[src/rtl/vector_add_rr_scheduler.sv]
// Shares one PE-lane element-wise adder among NREQ stream requesters.
// Vector-granular round-robin grant, joined operand pair, registered tagged AXI-Stream output.
module vector_add_rr_scheduler #(
    parameter  int NREQ   = 2,
    parameter  int PE     = 8,
    parameter  int ELEM_W = 8,
    parameter  int LEN_W  = 16,
    localparam int ID_W   = (NREQ > 1) ? $clog2(NREQ) : 1
) (
    input  logic                         clk,
    input  logic                         rst_n,
    input  logic [NREQ*PE*ELEM_W-1:0]    req_in0_TDATA,
    input  logic [NREQ-1:0]              req_in0_TVALID,
    output logic [NREQ-1:0]              req_in0_TREADY,
    input  logic [NREQ*PE*ELEM_W-1:0]    req_in1_TDATA,
    input  logic [NREQ-1:0]              req_in1_TVALID,
    output logic [NREQ-1:0]              req_in1_TREADY,
    input  logic [NREQ*LEN_W-1:0]        req_len,
    output logic [PE*ELEM_W-1:0]         out_TDATA,
    output logic                         out_TVALID,
    input  logic                         out_TREADY,
    output logic                         out_TLAST,
    output logic [ID_W-1:0]              out_TID,
    output logic                         busy
);

    localparam int DW = PE * ELEM_W;

    typedef enum logic {IDLE, RUN} state_t;

    state_t            state_q, state_d;
    logic [ID_W-1:0]   rr_ptr_q, rr_ptr_d;
    logic [ID_W-1:0]   gnt_q, gnt_d;
    logic [LEN_W-1:0]  len_q, len_d;
    logic [LEN_W-1:0]  beat_cnt_q, beat_cnt_d;
    logic              out_valid_q, out_valid_d;
    logic              out_last_q, out_last_d;
    logic [DW-1:0]     out_data_q, out_data_d;
    logic [ID_W-1:0]   out_id_q, out_id_d;
    logic              busy_q, busy_d;

    logic [NREQ-1:0]   elig;
    logic              found;
    logic [ID_W-1:0]   pick;
    logic [ID_W-1:0]   cand;
    int unsigned       idx;
    logic [LEN_W-1:0]  pick_len;
    logic              gnt_valid;
    logic              slot_free;
    logic              accept;
    logic              last_beat;
    logic [NREQ-1:0]   tready;
    logic [DW-1:0]     a_sel, b_sel, sum;

    assign elig = req_in0_TVALID & req_in1_TVALID;

    // Scan rr_ptr, rr_ptr+1, ... modulo NREQ; first eligible wins.
    always_comb begin
        found = 1'b0;
        pick  = '0;
        cand  = '0;
        idx   = 0;
        for (int k = 0; k < NREQ; k++) begin
            idx = int'(rr_ptr_q) + k;
            if (idx >= NREQ) idx = idx - NREQ;
            cand = ID_W'(idx);
            if (!found && elig[cand]) begin
                found = 1'b1;
                pick  = cand;
            end
        end
    end

    assign pick_len  = req_len[int'(pick)*LEN_W +: LEN_W];
    assign gnt_valid = req_in0_TVALID[gnt_q] & req_in1_TVALID[gnt_q];
    assign slot_free = !out_valid_q || out_TREADY;
    assign accept    = (state_q == RUN) && slot_free && gnt_valid;
    assign last_beat = (beat_cnt_q == len_q - LEN_W'(1));

    // Join: both operand streams of the granted requester move together or not at all.
    always_comb begin
        tready = '0;
        if (accept) tready[gnt_q] = 1'b1;
    end

    assign req_in0_TREADY = tready;
    assign req_in1_TREADY = tready;

    assign a_sel = req_in0_TDATA[int'(gnt_q)*DW +: DW];
    assign b_sel = req_in1_TDATA[int'(gnt_q)*DW +: DW];

    // Per-lane modular add; no carry crosses a lane boundary.
    for (genvar i = 0; i < PE; i++) begin : g_lane
        assign sum[i*ELEM_W +: ELEM_W] = a_sel[i*ELEM_W +: ELEM_W] + b_sel[i*ELEM_W +: ELEM_W];
    end

    always_comb begin
        state_d     = state_q;
        rr_ptr_d    = rr_ptr_q;
        gnt_d       = gnt_q;
        len_d       = len_q;
        beat_cnt_d  = beat_cnt_q;
        busy_d      = busy_q;
        out_valid_d = out_valid_q;
        out_last_d  = out_last_q;
        out_data_d  = out_data_q;
        out_id_d    = out_id_q;

        case (state_q)
            IDLE: begin
                if (found) begin
                    gnt_d      = pick;
                    len_d      = (pick_len == '0) ? LEN_W'(1) : pick_len;
                    rr_ptr_d   = (pick == ID_W'(NREQ - 1)) ? '0 : pick + ID_W'(1);
                    beat_cnt_d = '0;
                    state_d    = RUN;
                    busy_d     = 1'b1;
                end
            end
            RUN: begin
                if (accept) begin
                    if (last_beat) begin
                        beat_cnt_d = '0;
                        state_d    = IDLE;
                        busy_d     = 1'b0;
                    end else begin
                        beat_cnt_d = beat_cnt_q + LEN_W'(1);
                    end
                end
            end
            default: state_d = IDLE;
        endcase

        if (accept) begin
            out_valid_d = 1'b1;
            out_data_d  = sum;
            out_last_d  = last_beat;
            out_id_d    = gnt_q;
        end else if (out_TREADY) begin
            out_valid_d = 1'b0;
        end
    end

    always_ff @(posedge clk) begin
        if (!rst_n) begin
            state_q     <= IDLE;
            rr_ptr_q    <= '0;
            gnt_q       <= '0;
            len_q       <= '0;
            beat_cnt_q  <= '0;
            busy_q      <= 1'b0;
            out_valid_q <= 1'b0;
            out_last_q  <= 1'b0;
            out_data_q  <= '0;
            out_id_q    <= '0;
        end else begin
            state_q     <= state_d;
            rr_ptr_q    <= rr_ptr_d;
            gnt_q       <= gnt_d;
            len_q       <= len_d;
            beat_cnt_q  <= beat_cnt_d;
            busy_q      <= busy_d;
            out_valid_q <= out_valid_d;
            out_last_q  <= out_last_d;
            out_data_q  <= out_data_d;
            out_id_q    <= out_id_d;
        end
    end

    assign out_TVALID = out_valid_q;
    assign out_TDATA  = out_data_q;
    assign out_TLAST  = out_last_q;
    assign out_TID    = out_id_q;
    assign busy       = busy_q;

endmodule
[config.mk]
export PLATFORM = sky130hd
export DESIGN_NAME = vector_add_rr_scheduler
export DESIGN_NICKNAME = d
export VERILOG_FILES = /design/src/rtl/vector_add_rr_scheduler.sv
export SDC_FILE = /design/constraint.sdc
export NUM_CORES = 1
export LEC_CHECK = 0
export CAP_MARGIN = 15
export CORE_ASPECT_RATIO = 1.75
export CORE_MARGIN = 2
export CORE_UTILIZATION = 39
export CTS_CLUSTER_SIZE = 8
export DETAILED_ROUTE_END_ITERATION = 6
export PLACE_DENSITY_LB_ADDON = 0.05
export SETUP_SLACK_MARGIN = 0.05
export SYNTH_ARGS = -nofsm -noshare
export SYNTH_HDL_FRONTEND = slang
export SYNTH_SLANG_ARGS = --single-unit
[constraint.sdc]
create_clock -name clk -period 3.17 [get_ports clk]
set_input_delay 0.634 -clock clk [delete_from_list [all_inputs] [get_ports clk]]
set_output_delay 0.634 -clock clk [all_outputs]
set_load 0.01 [all_outputs]
* Word level (Yosys, flattened, before mapping)
Index checks and enable logic that the tools add are counted.
** Operators by class
- Add/sub/neg operators :: 14
- $lt $le $gt $ge :: 6
- Equal/unequal tests :: 4
- Shift-type cells :: 3
- Muxes and demuxes :: 33
- Bitwise operators :: 3
- Reduce and logical (&&, ||, !) cells :: 12
** Operators with widths (number)
- 128-bit by 8-bit indexed part select with 64-bit output :: 2
- 8-bit adder :: 8
- 16-bit 2-to-1 mux :: 4
- 16-bit one-hot mux with 2 select lines :: 1
- 32-bit by 6-bit indexed part select with 16-bit output :: 1
- 1-bit 2-to-1 mux :: 24
- 16-bit by 1-bit adder with 16-bit output (second input constant) :: 1
- 16-bit equality test :: 1
- 16-bit zero test :: 1
- 16-bit by 1-bit subtractor with 16-bit output (second input constant) :: 1
- 1-bit by 2-bit less-than comparator with 1-bit output (second input constant) :: 3
- 1-bit logical AND :: 4
- 2-bit by 1-bit inequality test with 1-bit output (second input constant) :: 2
- 1-bit one-hot mux with 2 select lines :: 2
- 2-bit AND reduction :: 2
- 3-bit AND reduction :: 1
- 1-bit by 1-bit adder with 2-bit output (second input constant) :: 1
- 2-bit bitwise AND :: 1
- 1-bit by 2-bit greater-or-equal comparator with 1-bit output (second input constant) :: 1
- 2-bit greater-or-equal comparator (second input constant) :: 1
- 1-bit zero test :: 2
- 2-bit 2-to-1 mux :: 1
- 2-bit inequality test (second input constant) :: 1
- 2-bit nonzero test :: 1
- 7 further kinds :: 8
** Word-level totals
- Register bits after elaboration :: 103
- Bits of input ports :: 295
- Output and inout bits :: 72
- Word-level logic and storage cells :: 85

* Logic depth before layout (Yosys ltp)
Gate-level depths: netlist (run 1).
- Depth in word-level cells :: 11
- Gate-level depth with buffers :: 14
- Depth with buffers taken out :: 11

* Worst setup path after synthesis (run 1)
OpenSTA, ideal clock, no wires.
- Kind :: register to register
- From :: register gnt_q
- To :: register out_data_q[47] (netlist: out_TDATA[47])
- Library setup time :: 116 ps
- Data arrival time :: 3143 ps
- Data required time :: 3054 ps
- Slack :: -89 ps
- Stages on the path, launching flop included :: 14
- Path buffers :: 3
- Clock period less this slack :: 3259 ps
- Cells stage by stage :: dfxtp_1 clkbuf_1 clkbuf_1 buf_1 mux2i_1 inv_1 ha_1 a21o_1 a21oi_1 nor2b_1 o21a_1 o41ai_1 mux2i_1 a31o_2
** Between the ends
- Word-level cells in the longest chain between the ends :: 4
- Elaborated cells between the ends (all ways) :: 9
- Classes of those cells :: add/sub: 1; shift: 2; mux: 4; bitwise: 1; reduce/logical: 1
** RTL lines
- start, declared :: RTL line 33 : logic [ID_W-1:0] gnt_q, gnt_d;
- start signal, assigned :: RTL line 159 : gnt_q <= gnt_d;
- branches (longest 4 deep; another with 8-bit adder)
- end signal, assigned :: RTL line 165 : out_data_q <= out_data_d;
- end, declared :: RTL line 38 : logic [DW-1:0] out_data_q, out_data_d;
Several ways; the timed one is not identified. The select of a mux whose other input is x is not followed.
A chain may end at the register's enable or synchronous reset.

* Final worst setup path (run 1)
- From :: register gnt_q
- To :: register out_data_q[63] (netlist: out_TDATA[63])
The elaborated chain is that of the path after synthesis.

==> impl_metrics.yaml, run 1 <==
clock_network:
  cts.sinks: 103
  cts_inserted_buffers: 9
  cts_max_level: 3
  cts_tree: "built"
  cts-root-buf: "clkbuf_16"
  clk_latency_ns: 0.35
  clk_path_buf_depth: 2
  path_clk_slew_ns: 0.07
placed_design:
  io_buffer_count: 366
  dp_hpwl_um: 23100
  place_area_um2: 12400
  gp_congestion: 0.866
  dpl.cell_count: 1559
  place_ws_ns: -0.128
sta:
  fin_ws_ns: 0.230
  whs_ns: 0.459
  clock_skew_ns: 0.0133
  min_period_ns: 2.94
  relSlewSlack_pct: 65.2
  fmaxAchievable_mhz: 340
  fin_crit_sh_pct: 92.7
  finalSetupViolCount: 0
  rsz0062_at_grt: "no"
  hold_viol_final: 0
  slew_viol_final: 0
  tightest_slew_ns: 0.517
synth:
  synthCells: 953
  ys.flop_type: "dfxtp_1"
  syn-num-nets: 1314
  yosysWarnings: 0
  ys_ff_latch: 103
  synth_edf_count: 0
  seq_area_frac_synth_pct: 25.0
  synthArstFlopShare_pct: 0
  syn_avg_cell_area_um2: 8.66
  syn_area_um2: 8250
  yosys.cell_types.count: 57
critical_path:
  cp.arrival_ns: 3.19
  cp-end-kind: "flip-flop"
  path_delay_family: "compound AO/OA/AOI/OAI gates"
  path_class: "flip-flop to flip-flop"
  crit_fanout: 34
  crit_path_start_kind: "flip-flop"
  max_stage_delay_ns: 0.50
  path_cells: "buf_12, mux2i_1, inv_1, ha_1, a21o_1, a21oi_1, nor2b_1, o21a_1, o41ai_1, mux2i_1, a31o_2"
  cpMostUsedCell: "mux2i_1"
  crit_required_ns: 3.42
  crit_buf_inv: 2
  cp_slowest_cell: "dfxtp_4"
finish:
  fin_area_um2: 12800
  antenna_cells: 0
  area_growth_syn_to_layout_pct: 55.0
  drive_gt1_share_pct: 13.5
  final_cells: 1575
  fin_util_pct: 61.4
  fin_nets: 1681
floorplan:
  core_um2: 20800
  fp.dieH_um: 196
  rows: 70
  start_util_pct: 39.6
  die_w_um: 114
  ios: 367
  dieArea_um2: 22400
min_path:
  hold_class: "flip-flop to flip-flop"
routing:
  route.detailed.drc: 0
  drt_iter0_drc: 207
  detail-route-antenna-nets: 0
  vias: 8328
  totalWireLength_um: 28200
  wire_per_inst_um: 17.9
  avgViaCountPerCell: 5.29
  drt-pass1-iter-count: 4
grt:
  overflow: 0
  antenna_found_initial: 0
  grt_pass1_wl_um: 43700
  grt.total_usage_pct: 24.9
  grt_max_degree: 42
  grt_pass1_vias: 8487
power_and_ir_drop:
  leakage_nw: 5.23
  ir_drop_v: 0.000238
  power.density_nw_per_um2: 348
run_status:
  status: "completed"
run:
  maxCapViolCount: 0
==> synth_stat cells (10+ instances only) <==
cell type	instances	area share (%)
a21boi_0	26	2.4
mux2i_1	39	4.7
nor4_1	12	0.91
mux2_2	96	13
a21oi_1	25	1.5
nor3_1	31	1.9
xor2_1	42	4.5
a21o_1	16	1.5
nor2b_1	22	1.7
clkbuf_1	39	1.8
o211a_1	23	2.8
nand2_1	110	5.0
and2_1	10	0.76
buf_1	14	0.64
ha_1	58	8.8
o21a_1	10	0.91
inv_1	32	1.5
nand3_1	29	1.8
dfxtp_1	103	25
o41ai_1	10	1.1
xnor2_1	48	5.1
nor2_1	35	1.6
o21ai_0	45	2.7
==> registers in the layout, indices dropped and copies added, names as in the netlist <==
signal,count
out_TVALID,1
out_TDATA,64
out_TID,1
len_q,16
gnt_q,1
beat_cnt_q,16
state_q,1
busy,1
out_TLAST,1
rr_ptr_q,1
==> path summary, 6_finish.rpt <==
path,startpoint,end,slack (ns),cells after the start
min,out_TDATA[43],out_TDATA[43],0.46,2
max,gnt_q,out_TDATA[63],0.23,11
max reg2reg,gnt_q,out_TDATA[63],0.23,11
min reg2reg,out_TDATA[43],out_TDATA[43],0.46,2
==> metal layers <==
metal	vias to the layer above	global-route usage (%)	routed length [um]
li1	4117	-	-
met1	3975	25.4	9980
met2	209	49.7	16200
met3	27	4.89	1310
met4	0	7.23	666
met5	-	0	0
==> power breakdown <==
| group | internal (mW) | switching [mW] |
|---|---|---|
| clock | 0.813 | 0.504 |
| sequential | 1.37 | 0.0625 |
| combinational | 0.979 | 0.731 |
| total | 3.16 | 1.30 |
==> cells by family (layout without fill, tap and decap cells) <==
logic type      count (synthesis)  after routing  synth area share, %
flops                         103            103                 25.0
compound gates                192            192                 16.6
mux                           135            135                 17.8
buf+inv                        90            460                 4.31
xor+xnor                       90             90                 9.55
fa+ha+maj                      66             66                 10.7
simple gates                  277            277                 16.0
==> through the flow <==
stage                     total power, mW  TNS [ns]
after floorplan                      2.38         0
after global placement               3.15   -0.0719
after detailed placement             3.17    -0.178
after CTS                            4.49         0
after global routing                 4.71         0
final                                4.46         0
==> worst reg2reg max path, stage by stage (launching register included) <==
cell and delay [ns]:
dfxtp_4 0.50, buf_12 0.25, mux2i_1 0.32, inv_1 0.07
ha_1 0.29, a21o_1 0.19, a21oi_1 0.22, nor2b_1 0.07
o21a_1 0.19, o41ai_1 0.40, mux2i_1 0.14, a31o_2 0.22
==> layout make-up <==
type / count / area, um^2
fill: 1876 / 8050
inverter: 32 / 120
tap: 252 / 315
timing repair buffer: 414 / 4070
sequential: 103 / 2070
clock buffer: 11 / 254
clock inverter: 3 / 90.1
multi-input combinational: 760 / 5870
==> cell usage in the layout (no fill, tap or decap), drive strengths merged, types with 3 or more instances in the layout <==
master         instances
a21oi                 25
and3                   3
buf                   49
o211a                 23
nor4                  12
nor2                  35
a21boi                26
a31o                   8
nand2b                 8
or4                    4
clkdlybuf4s50        365
nand4                  4
nand2                110
xnor2                 48
o21a                  10
a21o                  16
nand3                 29
bufinv                 3
mux2i                 39
mux2                  96
dfxtp                103
and2                  10
fa                     8
nor3                  32
inv                   32
ha                    58
o21bai                 3
o41ai                 10
nor2b                 22
xor2                  42
o21ai                 46
o2111ai                8
clkbuf                11
==> repair_timing <==
| action | in CTS | in global routing |
|---|---|---|
| hold buffers | 0 | 0 |
| pin swaps | 0 | 0 |
| gates resized for setup | 1 | 2 |
| setup buffers | 0 | 2 |
| endpoints found under the setup margin | 1 | 4 |
Power figures use the tool's default switching activity.
==> run 2: changes to the inputs <==
--- a/config.mk
+++ b/config.mk
@@ -12,6 +12,7 @@
 export CTS_CLUSTER_SIZE = 8
 export DETAILED_ROUTE_END_ITERATION = 6
 export PLACE_DENSITY_LB_ADDON = 0.05
+export RECOVER_POWER = 100
 export SETUP_SLACK_MARGIN = 0.05
 export SYNTH_ARGS = -nofsm -noshare
 export SYNTH_HDL_FRONTEND = slang
==> impl_metrics.yaml, run 2 (synthesis results as in run 1) <==
critical_path:
  crit_required_ns: 2.54
  crit_fanout: 4
  crit_path_start_kind: "primary input"
  path_class: "primary input to primary output"
  reg2reg_depth: 7
  cp-end-kind: "primary output"
  cp.arrival_ns: 2.41
clock_network:
  holdBufCountCts: 0
  cts.sinks: 103
  cts_max_level: 3
  path_clk_slew_ns: 0.07
  cts_inserted_buffers: 9
  cts_tree: "built"
  clk_latency_ns: 0.35
  cts-root-buf: "clkbuf_16"
  clk_path_buf_depth: 2
power_and_ir_drop:
  power.density_nw_per_um2: 347
  internal-power_mw: 3.13
  leakage_nw: 5.43
  swShare_pct: 29.1
  clkPwrFrac_pct: 29.7
  comb_power_share_pct: 38.1
  p_seq_share_pct: 32.2
  power.switching_mw: 1.29
  ir_drop_v: 0.000236
sta:
  fin_ws_ns: 0.128
  rsz0062_at_grt: "no"
  min_period_ns: 3.04
  relSlewSlack_pct: 16.9
  hold_viol_final: 0
  fmaxAchievable_mhz: 329
  fin_crit_sh_pct: 96.0
  whs_ns: 0.456
  finalSetupViolCount: 0
  clock_skew_ns: 0.0134
  slew_viol_final: 0
  tightest_slew_ns: 1.25
grt:
  grt.total_usage_pct: 24.9
  antenna_found_initial: 0
  grt_pass1_vias: 8487
  grt_max_degree: 42
  overflow: 0
  grt_pass1_wl_um: 43700
finish:
  drive_gt1_share_pct: 12.8
  antenna_cells: 0
  fin_nets: 1681
  largest_register_ff_count: 64
  fillers: 1889
  area_growth_syn_to_layout_pct: 54.3
  final_cell_mix: "294 x clkdlybuf4s50_1, 110 x nand2_1, 102 x dfxtp_1"
  mostFrequentLayoutCell: "clkdlybuf4s50_1"
floorplan:
  ios: 367
  fp.dieH_um: 196
  start_util_pct: 39.6
  rows: 70
  die_w_um: 114
  dieArea_um2: 22400
  core_um2: 20800
placed_design:
  place_ws_ns: -0.128
  dp_hpwl_um: 23100
  gp_congestion: 0.866
  io_buffer_count: 366
routing:
  wire_per_inst_um: 17.8
  totalWireLength_um: 28100
  drt_iter0_drc: 213
  route.detailed.drc: 0
  vias: 8341
  drt-pass1-iter-count: 4
  avgViaCountPerCell: 5.30
  detail-route-antenna-nets: 0
run:
  maxCapViolCount: 0
min_path:
  whs_path_depth: 2
  hold_class: "flip-flop to flip-flop"
run_status:
  status: "completed"
[run 2: critical path, stage by stage]
cell           delay, ns
dlygate4sd3_1       0.53
nand2_1             0.12
a211oi_2            0.29
and2_0              0.21
dlygate4sd3_1       0.62
[run 2: area by class of cell]
| cell class | instances | area (um^2) | share of cell area (%) |
|---|---|---|---|
| clock buffer | 11 | 254 | 1.99 |
| multi-input combinational | 760 | 5850 | 45.9 |
| timing repair buffer | 414 | 4040 | 31.7 |
| sequential | 103 | 2070 | 16.2 |
| inverter | 32 | 120 | 0.943 |
| tap | 252 | 315 | 2.48 |
| clock inverter | 3 | 90.1 | 0.707 |
[run 2: power by group through the flow]
stage,sequential [mW],clock (mW),combinational (mW)
after floorplan,1.46,0,0.923
after global placement,1.46,0,1.70
after detailed placement,1.46,0,1.71
after CTS,1.43,1.34,1.72
after global routing,1.44,1.39,1.85
final,1.43,1.31,1.68
[run 2: through the flow]
step	instance area (um^2)	instances	power, mW	utilization (%)	TNS (ns)
4_1_cts	12800	1573	4.49	61.2	0
2_1_floorplan	8250	953	2.38	-	0
5_1_grt	12700	1575	4.68	61.1	0
6_report	12700	1575	4.42	61.1	0
3_3_place_gp	12400	1559	3.15	59.5	-0.0719
3_5_place_dp	12400	1559	3.17	59.5	-0.178
[run 2: timing repair]
item | 4_1_cts | 5_1_grt
setup buffers | 0 | 2
resized for setup | 1 | 2
pin swaps | 0 | 0
setup endpoints to repair | 1 | 4
[run 2: metal layers]
layer	part of all wire, %	global-route usage (%)	routed length (um)	vias to the layer above
met2	58	49.7	16200	218
met4	2.5	7.23	700	0
li1	-	-	-	4120
met1	35	25.4	9890	3973
met5	0	0	0	-
met3	4.8	4.89	1340	30
[run 2: final timing paths]
| kind | to | startpoint | slack [ns] |
|---|---|---|---|
| worst min register to register | out_TDATA[43] | out_TDATA[43] | 0.46 |
| worst min-delay path | out_TDATA[43] | out_TDATA[43] | 0.46 |
| worst max-delay path | req_in1_TREADY[1] | req_in1_TVALID[1] | 0.13 |
| worst max register to register | busy | len_q[8] | 0.22 |
==> edit (config.mk and constraints of run 1) <==
Reset style: asynchronous (`rst_n`), changed in one clocked block.
--- a/src/rtl/vector_add_rr_scheduler.sv
+++ b/src/rtl/vector_add_rr_scheduler.sv
@@ -141,7 +141,7 @@
         end
     end
 
-    always_ff @(posedge clk) begin
+    always_ff @(posedge clk or negedge rst_n) begin
         if (!rst_n) begin
             state_q     <= IDLE;
             rr_ptr_q    <= '0;
Check against the original RTL: differs if rst_n is asserted again (counterexample within 4 cycles, from zero or initial values and one cycle with rst_n low); with rst_n held inactive, the same outputs for 4 cycles.
==> edit against run 1 <==
The run now ends with setup timing left; wire length fell by 1.9%; cell area rose by 1.5%; synthesized area up 1.4%; sequential share of layout area grew 3.7 points; sequential cell count is the same; final cell count down 3.0%; worst setup slack lost 340 ps.
Power is not compared: it rests on default switching activity, and its combinational part moved more than twofold at a synthesized area within 25%.
==> edit: results (changes against run 1) <==
outcome: finished, violations left
failing checks: setup timing
Starting DRT DRC Count: 259 (+25%)
Seq. cell area: 2580 um2 (+25%)
fill count: 1,900 (+1.3%)
Non-clk bufs: 412 (-0.48%)
XOR/XNOR share of the synthesized area: 8.48% (-1.1 points)
setup ws final: -114 ps (-344 ps)
GR Util met3: 4.47% (-0.42 points)
Final Skew: 7.72 ps (-5.54 ps)
dpl ws: -236 ps (-107 ps)
Tot Pwr: 10,100 uW
Core ar.: 21,000 um2 (+0.84%)
most used flip-flop cell after synthesis: dfrtp_1
DP Area: 12,500 um2 (+0.72%)
Synth Instances: 893 (-6.3%)
DR WL met2: 15,700 um (-3.2%)
half-perimeter wire length after placement: 23,000 um (-0.23%)
met3 WL post-DR: 1330 um (+1.3%)
Post-Synth Adder-Cell Area: 10.6% (-0.14 points)
register area share after synthesis: 30.8% (+5.8 points)
Synth area leaders: dfrtp_1 31%, mux2_2 14%, ha_1 8.7%
vias in the first global route: 8,109 (-4.5%)
syn nets: 1,254 (-4.6%)
compound-cell area share of the yosys netlist: 16.6% (about the same)
M2 GR Usage: 47.5% (-2.2 points)
signal buffers share of area: 31.2% (-0.62 points)
CP Max Fanout: 2 (-94%)
Setup Viol. Count Final: 14 (+14)
final core occ: 61.8% (+0.40 points)
clk cell area share: 2.37% (-0.32 points)
GRT Total Usage: 24.1% (-0.82 points)
actual slew at the worst max-slew pin: 691 ps (+174 ps)
first-pass GRT wire length: 42,000 um (-3.8%)
## edit: cell types whose count changed after synthesis, sizes merged, moves of 16 or more
cell | before | now
a21oi | 25 | 60
o211a | 23 | 0
o21ai | 46 | 89
dfxtp | 103 | 0
nor2b | 22 | 1
nor3 | 32 | 7
dfrtp | 0 | 103
a21boi | 26 | 0
inv | 32 | 48
## edit: final timing paths
| check | start | end | slack, ps | cells past startpoint |
|---|---|---|---|---|
| max | len_q[6] | beat_cnt_q[7] | -110 | 9 |
| max reg2reg | len_q[6] | beat_cnt_q[7] | -110 | 9 |
| min | rst_n | len_q[10] | 320 | 1 |
| max in group asynchronous | rst_n | out_TDATA[29] | 2090 | 2 |
| min in group clk | out_TLAST | out_TLAST | 470 | 2 |
| min reg2reg | out_TLAST | out_TLAST | 470 | 2 |
## edit: what timing repair did
action,CTS,global route
pin swaps,6,8
resized for setup,14,17
gates cloned,1,0
buffers inserted,2,3
setup endpoints to repair,17,20
